===== src/rtl/decode_pkg.sv =====
// ============================================================================
//  Module      : decode_pkg
//  Description : Shared types and field-offset helpers for the decode stage.
//                Holds the stage state encoding, the default load opcode
//                and functions that locate each instruction field from the
//                configured widths.
//  Revision    : 1.0 - initial release
// ============================================================================
`default_nettype none

package decode_pkg;

    // Occupancy of the two-entry stage (output register + skid entry)
    typedef enum logic [1:0] {
        S_EMPTY = 2'd0,
        S_FULL  = 2'd1,
        S_SKID  = 2'd2
    } state_t;

    // Opcode the interlock treats as a load unless overridden
    localparam logic [3:0] c_LOAD_OP_DEFAULT = 4'h8;

    // Lowest bit of the opcode field (opcode sits at the top of the word)
    function automatic int opc_lsb(input int inst_w, input int opc_w);
        return inst_w - opc_w;
    endfunction

    // Lowest bit of the destination register field, directly below opcode
    function automatic int rd_lsb(input int inst_w, input int opc_w, input int reg_aw);
        return inst_w - opc_w - reg_aw;
    endfunction

    // Lowest bit of the first source register field
    function automatic int ra_lsb(input int inst_w, input int opc_w, input int reg_aw);
        return inst_w - opc_w - 2 * reg_aw;
    endfunction

    // Lowest bit of the second source register field, directly above func
    function automatic int rb_lsb(input int inst_w, input int opc_w, input int reg_aw);
        return inst_w - opc_w - 3 * reg_aw;
    endfunction

endpackage

`default_nettype wire


===== src/rtl/decode_fields.sv =====
// ============================================================================
//  Module      : decode_fields
//  Description : Purely combinational split of an instruction word into
//                opcode, register addresses and function code, plus the
//                sign-extended immediate ({rd, func}) and jump address.
//                A field wider than DATA_W keeps only its low DATA_W bits.
//  Revision    : 1.0 - initial release
// ============================================================================
`default_nettype none

module decode_fields
    import decode_pkg::*;
#(
    parameter int INST_W  = 16,
    parameter int OPC_W   = 4,
    parameter int REG_AW  = 3,
    parameter int FUNC_W  = 3,
    parameter int DATA_W  = 8,
    parameter int ADDR_FW = 7
) (
    input  logic [INST_W-1:0] i_inst,
    output logic [OPC_W-1:0]  o_opcode,
    output logic [REG_AW-1:0] o_rd_addr,
    output logic [REG_AW-1:0] o_ra_addr,
    output logic [REG_AW-1:0] o_rb_addr,
    output logic [FUNC_W-1:0] o_func,
    output logic [DATA_W-1:0] o_imm,
    output logic [DATA_W-1:0] o_addr
);

    localparam int c_OPC_LSB = opc_lsb(INST_W, OPC_W);
    localparam int c_RD_LSB  = rd_lsb(INST_W, OPC_W, REG_AW);
    localparam int c_RA_LSB  = ra_lsb(INST_W, OPC_W, REG_AW);
    localparam int c_RB_LSB  = rb_lsb(INST_W, OPC_W, REG_AW);
    localparam int c_IMM_W   = REG_AW + FUNC_W;

    logic [c_IMM_W-1:0] w_imm_raw;
    logic [ADDR_FW-1:0] w_addr_raw;

    assign o_opcode  = i_inst[c_OPC_LSB +: OPC_W];
    assign o_rd_addr = i_inst[c_RD_LSB +: REG_AW];
    assign o_ra_addr = i_inst[c_RA_LSB +: REG_AW];
    assign o_rb_addr = i_inst[c_RB_LSB +: REG_AW];
    assign o_func    = i_inst[FUNC_W-1:0];

    // The immediate is the destination field glued onto the function code
    assign w_imm_raw  = {i_inst[c_RD_LSB +: REG_AW], i_inst[FUNC_W-1:0]};
    assign w_addr_raw = i_inst[ADDR_FW-1:0];

    generate
        if (c_IMM_W >= DATA_W) begin : g_imm_trunc
            assign o_imm = w_imm_raw[DATA_W-1:0];
        end else begin : g_imm_sext
            assign o_imm = {{(DATA_W - c_IMM_W){w_imm_raw[c_IMM_W-1]}}, w_imm_raw};
        end

        if (ADDR_FW >= DATA_W) begin : g_addr_trunc
            assign o_addr = w_addr_raw[DATA_W-1:0];
        end else begin : g_addr_sext
            assign o_addr = {{(DATA_W - ADDR_FW){w_addr_raw[ADDR_FW-1]}}, w_addr_raw};
        end
    endgenerate

endmodule

`default_nettype wire


===== src/rtl/decode_stage.sv =====
// ============================================================================
//  Module      : decode_stage
//  Description : Registered instruction-decode pipeline stage with a
//                valid/ready handshake and a two-entry skid buffer, so
//                in_ready never depends combinationally on out_ready.
//                Optional load-use interlock enabled by the macro
//                DECODE_HAZARD_EN (adds hazard detection and the
//                stall_count output port).
//  Revision    : 1.0 - initial release
// ============================================================================
`default_nettype none

module decode_stage
    import decode_pkg::*;
#(
    parameter int               INST_W  = 16,
    parameter int               OPC_W   = 4,
    parameter int               REG_AW  = 3,
    parameter int               FUNC_W  = 3,
    parameter int               DATA_W  = 8,
    parameter int               ADDR_FW = 7,
    parameter logic [OPC_W-1:0] LOAD_OP = OPC_W'(c_LOAD_OP_DEFAULT)
) (
    input  logic              clk,
    input  logic              reset,
    input  logic              flush,
    input  logic              in_valid,
    output logic              in_ready,
    input  logic [INST_W-1:0] in_inst,
    output logic              out_valid,
    input  logic              out_ready,
    output logic [OPC_W-1:0]  opcode,
    output logic [REG_AW-1:0] rd_addr,
    output logic [REG_AW-1:0] ra_addr,
    output logic [REG_AW-1:0] rb_addr,
    output logic [FUNC_W-1:0] func,
    output logic [DATA_W-1:0] imm,
    output logic [DATA_W-1:0] addr,
    output logic              hazard_stall
`ifdef DECODE_HAZARD_EN
    ,
    output logic [15:0]       stall_count
`endif
);

    // ------------------------------------------------------------------
    // Registers
    // ------------------------------------------------------------------
    state_t              state_q,     state_d;
    logic                out_valid_q, out_valid_d;
    logic                in_ready_q,  in_ready_d;
    logic [INST_W-1:0]   skid_inst_q, skid_inst_d;
    logic [OPC_W-1:0]    opcode_q,    opcode_d;
    logic [REG_AW-1:0]   rd_addr_q,   rd_addr_d;
    logic [REG_AW-1:0]   ra_addr_q,   ra_addr_d;
    logic [REG_AW-1:0]   rb_addr_q,   rb_addr_d;
    logic [FUNC_W-1:0]   func_q,      func_d;
    logic [DATA_W-1:0]   imm_q,       imm_d;
    logic [DATA_W-1:0]   addr_q,      addr_d;

    // ------------------------------------------------------------------
    // Combinational helpers
    // ------------------------------------------------------------------
    logic                w_accept;
    logic                w_xfer;
    logic                w_hazard;
    logic                w_load_out;
    logic [INST_W-1:0]   w_mux_inst;
    logic [OPC_W-1:0]    w_dec_opcode;
    logic [REG_AW-1:0]   w_dec_rd;
    logic [REG_AW-1:0]   w_dec_ra;
    logic [REG_AW-1:0]   w_dec_rb;
    logic [FUNC_W-1:0]   w_dec_func;
    logic [DATA_W-1:0]   w_dec_imm;
    logic [DATA_W-1:0]   w_dec_addr;

    assign w_accept = in_valid && in_ready;
    assign w_xfer   = out_valid_q && out_ready;

    // The skid entry is always older than in_inst, so it wins the mux
    assign w_mux_inst = (state_q == S_SKID) ? skid_inst_q : in_inst;

    decode_fields #(
        .INST_W  (INST_W),
        .OPC_W   (OPC_W),
        .REG_AW  (REG_AW),
        .FUNC_W  (FUNC_W),
        .DATA_W  (DATA_W),
        .ADDR_FW (ADDR_FW)
    ) u_decode_fields (
        .i_inst    (w_mux_inst),
        .o_opcode  (w_dec_opcode),
        .o_rd_addr (w_dec_rd),
        .o_ra_addr (w_dec_ra),
        .o_rb_addr (w_dec_rb),
        .o_func    (w_dec_func),
        .o_imm     (w_dec_imm),
        .o_addr    (w_dec_addr)
    );

    // ------------------------------------------------------------------
    // Load-use interlock
    // ------------------------------------------------------------------
`ifdef DECODE_HAZARD_EN
    localparam int c_RA_LSB = ra_lsb(INST_W, OPC_W, REG_AW);
    localparam int c_RB_LSB = rb_lsb(INST_W, OPC_W, REG_AW);

    logic [REG_AW-1:0] w_in_ra;
    logic [REG_AW-1:0] w_in_rb;
    logic [15:0]       stall_count_q, stall_count_d;

    assign w_in_ra = in_inst[c_RA_LSB +: REG_AW];
    assign w_in_rb = in_inst[c_RB_LSB +: REG_AW];

    // Held even while the load transfers out, which guarantees one bubble
    assign w_hazard = out_valid_q && (opcode_q == LOAD_OP) &&
                      ((rd_addr_q == w_in_ra) || (rd_addr_q == w_in_rb));

    // Only a presented instruction that would otherwise be accepted is a stall
    assign hazard_stall = w_hazard && in_valid && (state_q != S_SKID);

    // Saturating count of interlock stall cycles
    always_comb begin
        stall_count_d = stall_count_q;
        if (hazard_stall && (stall_count_q != 16'hFFFF)) begin
            stall_count_d = stall_count_q + 16'd1;
        end
    end

    // Stall counter register
    always_ff @(posedge clk or posedge reset) begin
        if (reset) begin
            stall_count_q <= 16'd0;
        end else begin
            stall_count_q <= stall_count_d;
        end
    end

    assign stall_count = stall_count_q;
`else
    logic w_unused_load_op;

    assign w_unused_load_op = ^LOAD_OP;
    assign w_hazard         = 1'b0;
    assign hazard_stall     = 1'b0;
`endif

    // The registered part of in_ready depends only on occupancy
    assign in_ready = in_ready_q && !w_hazard;

    // ------------------------------------------------------------------
    // Next-state and datapath selection
    // ------------------------------------------------------------------
    // Occupancy transitions, skid capture and output-register load enable
    always_comb begin
        state_d     = state_q;
        skid_inst_d = skid_inst_q;
        opcode_d    = opcode_q;
        rd_addr_d   = rd_addr_q;
        ra_addr_d   = ra_addr_q;
        rb_addr_d   = rb_addr_q;
        func_d      = func_q;
        imm_d       = imm_q;
        addr_d      = addr_q;
        w_load_out  = 1'b0;

        case (state_q)
            S_EMPTY: begin
                if (w_accept) begin
                    state_d    = S_FULL;
                    w_load_out = 1'b1;
                end
            end
            S_FULL: begin
                if (w_xfer && w_accept) begin
                    w_load_out = 1'b1;
                end else if (w_xfer) begin
                    state_d = S_EMPTY;
                end else if (w_accept) begin
                    state_d     = S_SKID;
                    skid_inst_d = in_inst;
                end
            end
            S_SKID: begin
                if (w_xfer) begin
                    state_d     = S_FULL;
                    w_load_out  = 1'b1;
                    skid_inst_d = '0;
                end
            end
            default: begin
                state_d = S_EMPTY;
            end
        endcase

        // Flush drops both entries and any instruction offered this cycle
        if (flush) begin
            state_d     = S_EMPTY;
            skid_inst_d = '0;
            w_load_out  = 1'b0;
        end

        if (w_load_out) begin
            opcode_d  = w_dec_opcode;
            rd_addr_d = w_dec_rd;
            ra_addr_d = w_dec_ra;
            rb_addr_d = w_dec_rb;
            func_d    = w_dec_func;
            imm_d     = w_dec_imm;
            addr_d    = w_dec_addr;
        end

        out_valid_d = (state_d != S_EMPTY);
        in_ready_d  = (state_d != S_SKID);
    end

    // ------------------------------------------------------------------
    // State and output registers
    // ------------------------------------------------------------------
    // Stage registers; reset discards both entries immediately
    always_ff @(posedge clk or posedge reset) begin
        if (reset) begin
            state_q     <= S_EMPTY;
            out_valid_q <= 1'b0;
            in_ready_q  <= 1'b1;
            skid_inst_q <= '0;
            opcode_q    <= '0;
            rd_addr_q   <= '0;
            ra_addr_q   <= '0;
            rb_addr_q   <= '0;
            func_q      <= '0;
            imm_q       <= '0;
            addr_q      <= '0;
        end else begin
            state_q     <= state_d;
            out_valid_q <= out_valid_d;
            in_ready_q  <= in_ready_d;
            skid_inst_q <= skid_inst_d;
            opcode_q    <= opcode_d;
            rd_addr_q   <= rd_addr_d;
            ra_addr_q   <= ra_addr_d;
            rb_addr_q   <= rb_addr_d;
            func_q      <= func_d;
            imm_q       <= imm_d;
            addr_q      <= addr_d;
        end
    end

    assign out_valid = out_valid_q;
    assign opcode    = opcode_q;
    assign rd_addr   = rd_addr_q;
    assign ra_addr   = ra_addr_q;
    assign rb_addr   = rb_addr_q;
    assign func      = func_q;
    assign imm       = imm_q;
    assign addr      = addr_q;

endmodule

`default_nettype wire


===== config.mk =====
export PLATFORM = sky130hd
export DESIGN_NAME = decode_stage
export DESIGN_NICKNAME = d
export VERILOG_FILES = /design/src/rtl/decode_pkg.sv /design/src/rtl/decode_fields.sv /design/src/rtl/decode_stage.sv
export SDC_FILE = /design/constraint.sdc
export NUM_CORES = 1
export LEC_CHECK = 0
export CORE_MARGIN = 4
export CORE_UTILIZATION = 42
export CTS_BUF_LIST = sky130_fd_sc_hd__clkbuf_8
export DETAILED_ROUTE_END_ITERATION = 10
export PLACE_DENSITY = 0.72
export SYNTH_ARGS = -nofsm -noshare
export SYNTH_HDL_FRONTEND = slang
export SYNTH_SLANG_ARGS = --single-unit

===== constraint.sdc =====
create_clock -name clk -period 1.7 [get_ports clk]
set_input_delay 0.34 -clock clk [delete_from_list [all_inputs] [get_ports clk]]
set_output_delay 0.34 -clock clk [all_outputs]
set_load 0.01 [all_outputs]

Word level (Yosys, flattened, before mapping)
Cells that the tools add are included.
W data, S select, Z words.
{ "classes": {"n_div": 0, "n_addsub": 0, "eq_ne": 7, "order_cmp": 0, "mux": 19, "bitwise_logic": 0, "n_reduce_logical": 7, "shift": 0, "mul": 0} }
{ "op_table": {"columns": ["op", "n"], "rows": [
  ["$mux W16", 6],
  ["$pmux W16 S2", 1],
  ["$mux W2", 6],
  ["$ne A3 B3 Y1 const B", 4],
  ["$pmux W2 S3", 1],
  ["$reduce_and A5 Y1", 1],
  ["$mux W1", 4],
  ["$logic_and A1 B1 Y1", 3],
  ["$pmux W1 S3", 1],
  ["$reduce_bool A3 Y1", 1],
  ["$eq A2 B1 Y1 const B", 1],
  ["$eq A2 B2 Y1 const B", 1],
  ["$logic_not A2 Y1", 1],
  ["$ne A2 B2 Y1 const B", 1],
  ["$reduce_bool A2 Y1", 1]
]} }
{ "totals": {"mem_count": 0, "mem_bits_rw": 0, "input_bits": 21, "rom_bits": 0, "latchBits": 0, "out_inout_bits": 35, "reg_bits": 49} }

Longest topological paths before layout
{ "depth": {"ltp_word": 7, "ltp_mapped": 6, "ltp_nobuf": 3} }

Hierarchy
From an unflattened synthesis, not the netlist that was laid out.
{ "unflattened": {"hier_cells": 214, "area_unflattened_um2": 2728.9} }
{ "by_module_without_submodules": {"columns": ["module", "area_each_um2", "seq_area_each_um2", "n_inst", "cells_each"], "rows": [
  ["decode_stage", 2488.6, 1302.5, 1, 182],
  ["decode_fields", 240.2, 0.0, 1, 32]
]} }

Worst setup path after synthesis
Ideal clock, no wire load.
{ "synth_timing": {"kind": "flip-flop to flip-flop", "from": "reg in_ready_q (netlist: in_ready)", "to": "reg opcode_q[0] (netlist: opcode[0])", "setup_slack_ns": 0.055, "arrival_ns": 1.520, "setup_time_ns": 0.125, "period_less_slack_ns": 1.645, "stages_incl_launch_ff": 6, "required_time_ns": 1.575, "cell_sequence": "dfstp_2 -> and3b_4 -> o221a_1 -> buf_6 -> buf_6 -> mux2_4"} }
{ "synth_via": {"elab_chain_len": 5, "word_cells_on_any_way": 6} }
{ "synth_lines": {"columns": ["element", "line", "rtl"], "rows": [
  ["start, declared", "decode_stage.sv:51", "logic in_ready_q, in_ready_d;"],
  ["start signal, assigned", "decode_stage.sv:237", "in_ready_q <= in_ready_d;"],
  ["$logic_and A1 B1 Y1 *", "decode_stage.sv:77", "assign w_accept = in_valid && in_ready;"],
  ["$logic_and A1 B1 Y1", "decode_stage.sv:175", "if (w_xfer && w_accept) begin"],
  ["$mux W1", "decode_stage.sv:175", null],
  ["$pmux W1 S3 *", "decode_stage.sv:167", "case (state_q)"],
  ["$mux W1 *", "decode_stage.sv:197", "if (flush) begin"],
  ["end signal, assigned", "decode_stage.sv:239", "opcode_q <= opcode_d;"],
  ["end, declared", "decode_stage.sv:53", "logic [OPC_W-1:0] opcode_q, opcode_d;"]
]} }
Every way passes the cells marked *; elsewhere a longest branch is shown, timed or not.
A chain may end at the register's enable or synchronous reset.

Final worst setup path
{ "layout_timing": {"from": "reg state_q[1]", "to": "reg skid_inst_q[12]"} }
{ "layout_via": {"elab_chain_len": 3, "word_cells_on_any_way": 10} }
{ "layout_lines": {"columns": ["element", "line", "rtl"], "rows": [
  ["start, declared", "decode_stage.sv:49", "state_t state_q, state_d;"],
  ["start signal, assigned", "decode_stage.sv:235", "state_q <= state_d;"],
  ["$eq A2 B1 Y1 or $eq A2 B2 Y1 (tied branches)", "decode_stage.sv:167", null],
  ["$ne A3 B3 Y1 (no line) (tied with other cells)", null, null],
  ["$reduce_and A5 Y1 (no line) or $mux W16 (tied branches)", null, null],
  ["end signal, assigned", "decode_stage.sv:238", "skid_inst_q <= skid_inst_d;"],
  ["end, declared", "decode_stage.sv:52", "logic [INST_W-1:0] skid_inst_q, skid_inst_d;"]
]} }
Several ways; a longest one is shown, not always the timed one.

==> results by group <==
Run status
  – Status: finished, final reports clean

Setup path
  – Reg2reg end: skid_inst_q[12]$_DFFE_PP0P_
  – CP Capture Type: register
  – CP max FO: 11
  – Crit path largest cell delay: 0.44 ns
  – CP Launch Type: register
  – CP Cell Sequence: nor2b_4 -> buf_12 -> a221oi_4 -> clkbuf_16 -> mux2i_1
  – Slowest cell on crit path: dfrtp_2
  – Crit path kind: register to register
  – Worst Setup EP: skid_inst_q[12]$_DFFE_PP0P_
  – CP startpoint: state_q[1]$_DFF_PP0_
  – Arrival time at the worst endpoint: 1.86 ns
  – CP required: 1.91 ns
  – R2R Setup Slk: 0.05 ns
  – Reg2reg path depth: 5
  – R2R Path Start: state_q[1]$_DFF_PP0_

Synth
  – Synth top area share: 0.450
  – Cell Area, Synth: 1950 µm²
  – Register area share after synthesis: 0.463
  – FFs w/ async S/R, synth: 1.00
  – Yosys top cell by area: dfrtp_1
  – Syn Nets: 184
  – Top cells by area, synth: dfrtp_1 (45%), mux2_2 (13%), mux2i_1 (8.2%)
  – Ys Warns: 0
  – Distinct cells, synth: 29
  – EDFF count, synth: 0
  – Yosys reg bits: 36
  – Synth Instances: 163
  – Ys flop type: dfrtp_1
  – Avg Inst Size Synth: 12.0 µm²

Cells and area
  – Area added between synthesis and finish: 35.5%
  – Design area: 2640 µm²
  – Proportion of layout cells with a drive suffix above 1: 0.280
  – Diodes inserted: 0
  – FILL cells: 336
  – Fin nets: 232
  – Commonest non-fill, non-tap cell in the layout: clkdlybuf4s50_1
  – Commonest cells after routing, fill and taps aside: clkdlybuf4s50_1 (51), dfrtp_1 (34), mux2_2 (22)
  – Final core utilization: 0.598

Global route
  – First-pass GRT wire length: 7020 µm
  – Overflow left after global routing: 0
  – Total track usage: 0.147
  – Initial antenna violation count: 0
  – Vias in the first global route: 1,461
  – Largest net degree at the start of global routing: 37

CTS
  – CTS H-Tree Depth: 2
  – Clock buffers created by TritonCTS: 5
  – Post-CTS setup buffer count: 0
  – CTS clk-pin slew, worst paths: 0.07 ns
  – CTS tree: done
  – CTS sink count: 36
  – Clk buf depth: 2
  – Root buf cell: clkbuf_8
  – Clock latency on the worst-skew pair: 0.29 ns
  – # hold bufs at CTS: 0

Place
  – RePlAce Congestion: 0.712
  – DP Wirelength: 2840 µm
  – Dpl ws: -0.256 ns
  – Placement Cell Area: 2500 µm²
  – I/O Buffers: 54

Timing
  – Final period utilization: 0.971
  – RSZ-0062 raised after global routing: true
  – Final Hold Vio Count: 0
  – Fin. max-slew vios: 0
  – Fin Setup TNS: 0 ns
  – Final Setup Violations: 0
  – Min Tclk post-route: 1.65 ns
  – Hold Worst Slack: 0.401 ns
  – Maximum clock rate: 606 MHz
  – Setup Skew: 0.00706 ns
  – Final worst setup slack: 0.0488 ns

Route
  – Vias: 1,350
  – Remaining antenna violation count: 0
  – DR WL/cell: 15.7 µm
  – 1st-iter DRT viols: 68
  – Vias per cell: 5.13
  – DR DRC count: 0
  – WL final: 4130 µm
  – DR pass1 iterations: 4

Floorplan
  – Die width: 76.1 µm
  – I/O pins: 56
  – Die area: 5790 µm²
  – Initial core utilization: 0.441
  – Row Count: 24
  – Placeable core area: 4410 µm²
  – Die height: 76.1 µm

Power and ir drop
  – Lkg Pwr: 1.18 nW
  – Power per cell area: 1200 nW/µm²
  – Max VDD drop: 0.000663 V

Worst hold path
  – Hold Crit Class: input pin to asynchronous set/reset pin

Flow run
  – Max-Cap Viols: 0
[critical path: cells and delay by family (launching register included)]
family / cells / cell delay [ns]
multiplexers: 1 / 0.19
AND/OR/NAND/NOR: 1 / 0.15
flip-flops: 1 / 0.44
AO/OA/AOI/OAI: 1 / 0.40
buffers and inverters: 2 / 0.40
[cells in the mapped netlist, types with 2 or more instances]
master / number
buf_4: 17
mux2i_1: 16
and2_1: 2
dfrtp_1: 35
inv_1: 17
nand3_1: 17
nand2_1: 2
mux2_4: 10
buf_6: 3
mux2_2: 22
buf_2: 4
[area by class of cell]
cell class / instances / area [µm²] / area share
well taps: 52 / 65.1 / 0.0246
repair buffers: 66 / 702 / 0.266
clock buffers: 7 / 96.3 / 0.0365
multi-input cells: 84 / 806 / 0.305
flip-flops and latches: 36 / 903 / 0.342
inverters: 18 / 67.6 / 0.0256
[sequential cells by signal, summed over array words and instances (netlist names)]
name and count:
rd_addr 3, out_valid 1, skid_inst_q 16, imm 1, rb_addr 2, state_q 2
ra_addr 3, func 2, in_ready 1, opcode 4, addr 1
[layer usage]
| metal | part of all wire | GRT usage | wire [µm] | up-vias |
|---|---|---|---|---|
| met3 | 0.057 | 0.0508 | 234 | 6 |
| met4 | 0.011 | 0.0402 | 46 | 0 |
| met5 | 0 | 0 | 0 | - |
| met2 | 0.48 | 0.243 | 2000 | 49 |
| li1 | - | - | - | 633 |
| met1 | 0.45 | 0.183 | 1850 | 662 |
[worst min path at each step]
| stage | slack [ns] | endpoint | depth (start not counted) | startpoint |
|---|---|---|---|---|
| 3_5_place_dp | 0.51 | opcode[0]$_DFFE_PP0P_ | 1 | opcode[0]$_DFFE_PP0P_ |
| 6_report | 0.40 | rd_addr[1]$_DFFE_PP0P_ | 3 | reset |
| 4_1_cts | 0.41 | skid_inst_q[1]$_DFFE_PP0P_ | 3 | reset |
| 3_3_place_gp | 0.50 | ra_addr[1]$_DFFE_PP0P_ | 1 | ra_addr[1]$_DFFE_PP0P_ |
| 2_1_floorplan | 0.40 | out_valid$_DFF_PP0_ | 1 | flush |
| 5_1_grt | 0.44 | rd_addr[0]$_DFFE_PP0P_ | 3 | reset |
[cells by family after synthesis]
family | share of synthesized area
AND/OR/NAND/NOR | 0.0784
buffers and inverters | 0.130
other | 0.00192
flip-flops | 0.463
multiplexers | 0.286
AO/OA/AOI/OAI | 0.0405
[power by group]
part           switching [mW]  internal [mW]
logic                   0.461          0.841
clock network           0.296          0.361
registers               0.155           1.06
total                   0.912           2.26
[repair_timing]
| item | 4_1_cts | 5_1_grt |
|---|---|---|
| endpoints found under the setup margin | 1 | 7 |
| gates resized for setup | 1 | 7 |
| pin swaps | 0 | 1 |
| cloned | 0 | 1 |
[stage by stage]
stage	instances	total power, mW
2_1_floorplan	163	1.96
3_3_place_gp	255	2.50
3_5_place_dp	255	2.52
4_1_cts	262	3.19
5_1_grt	263	3.33
6_report	263	3.17
No activity file was read; power rests on OpenSTA's default activity.
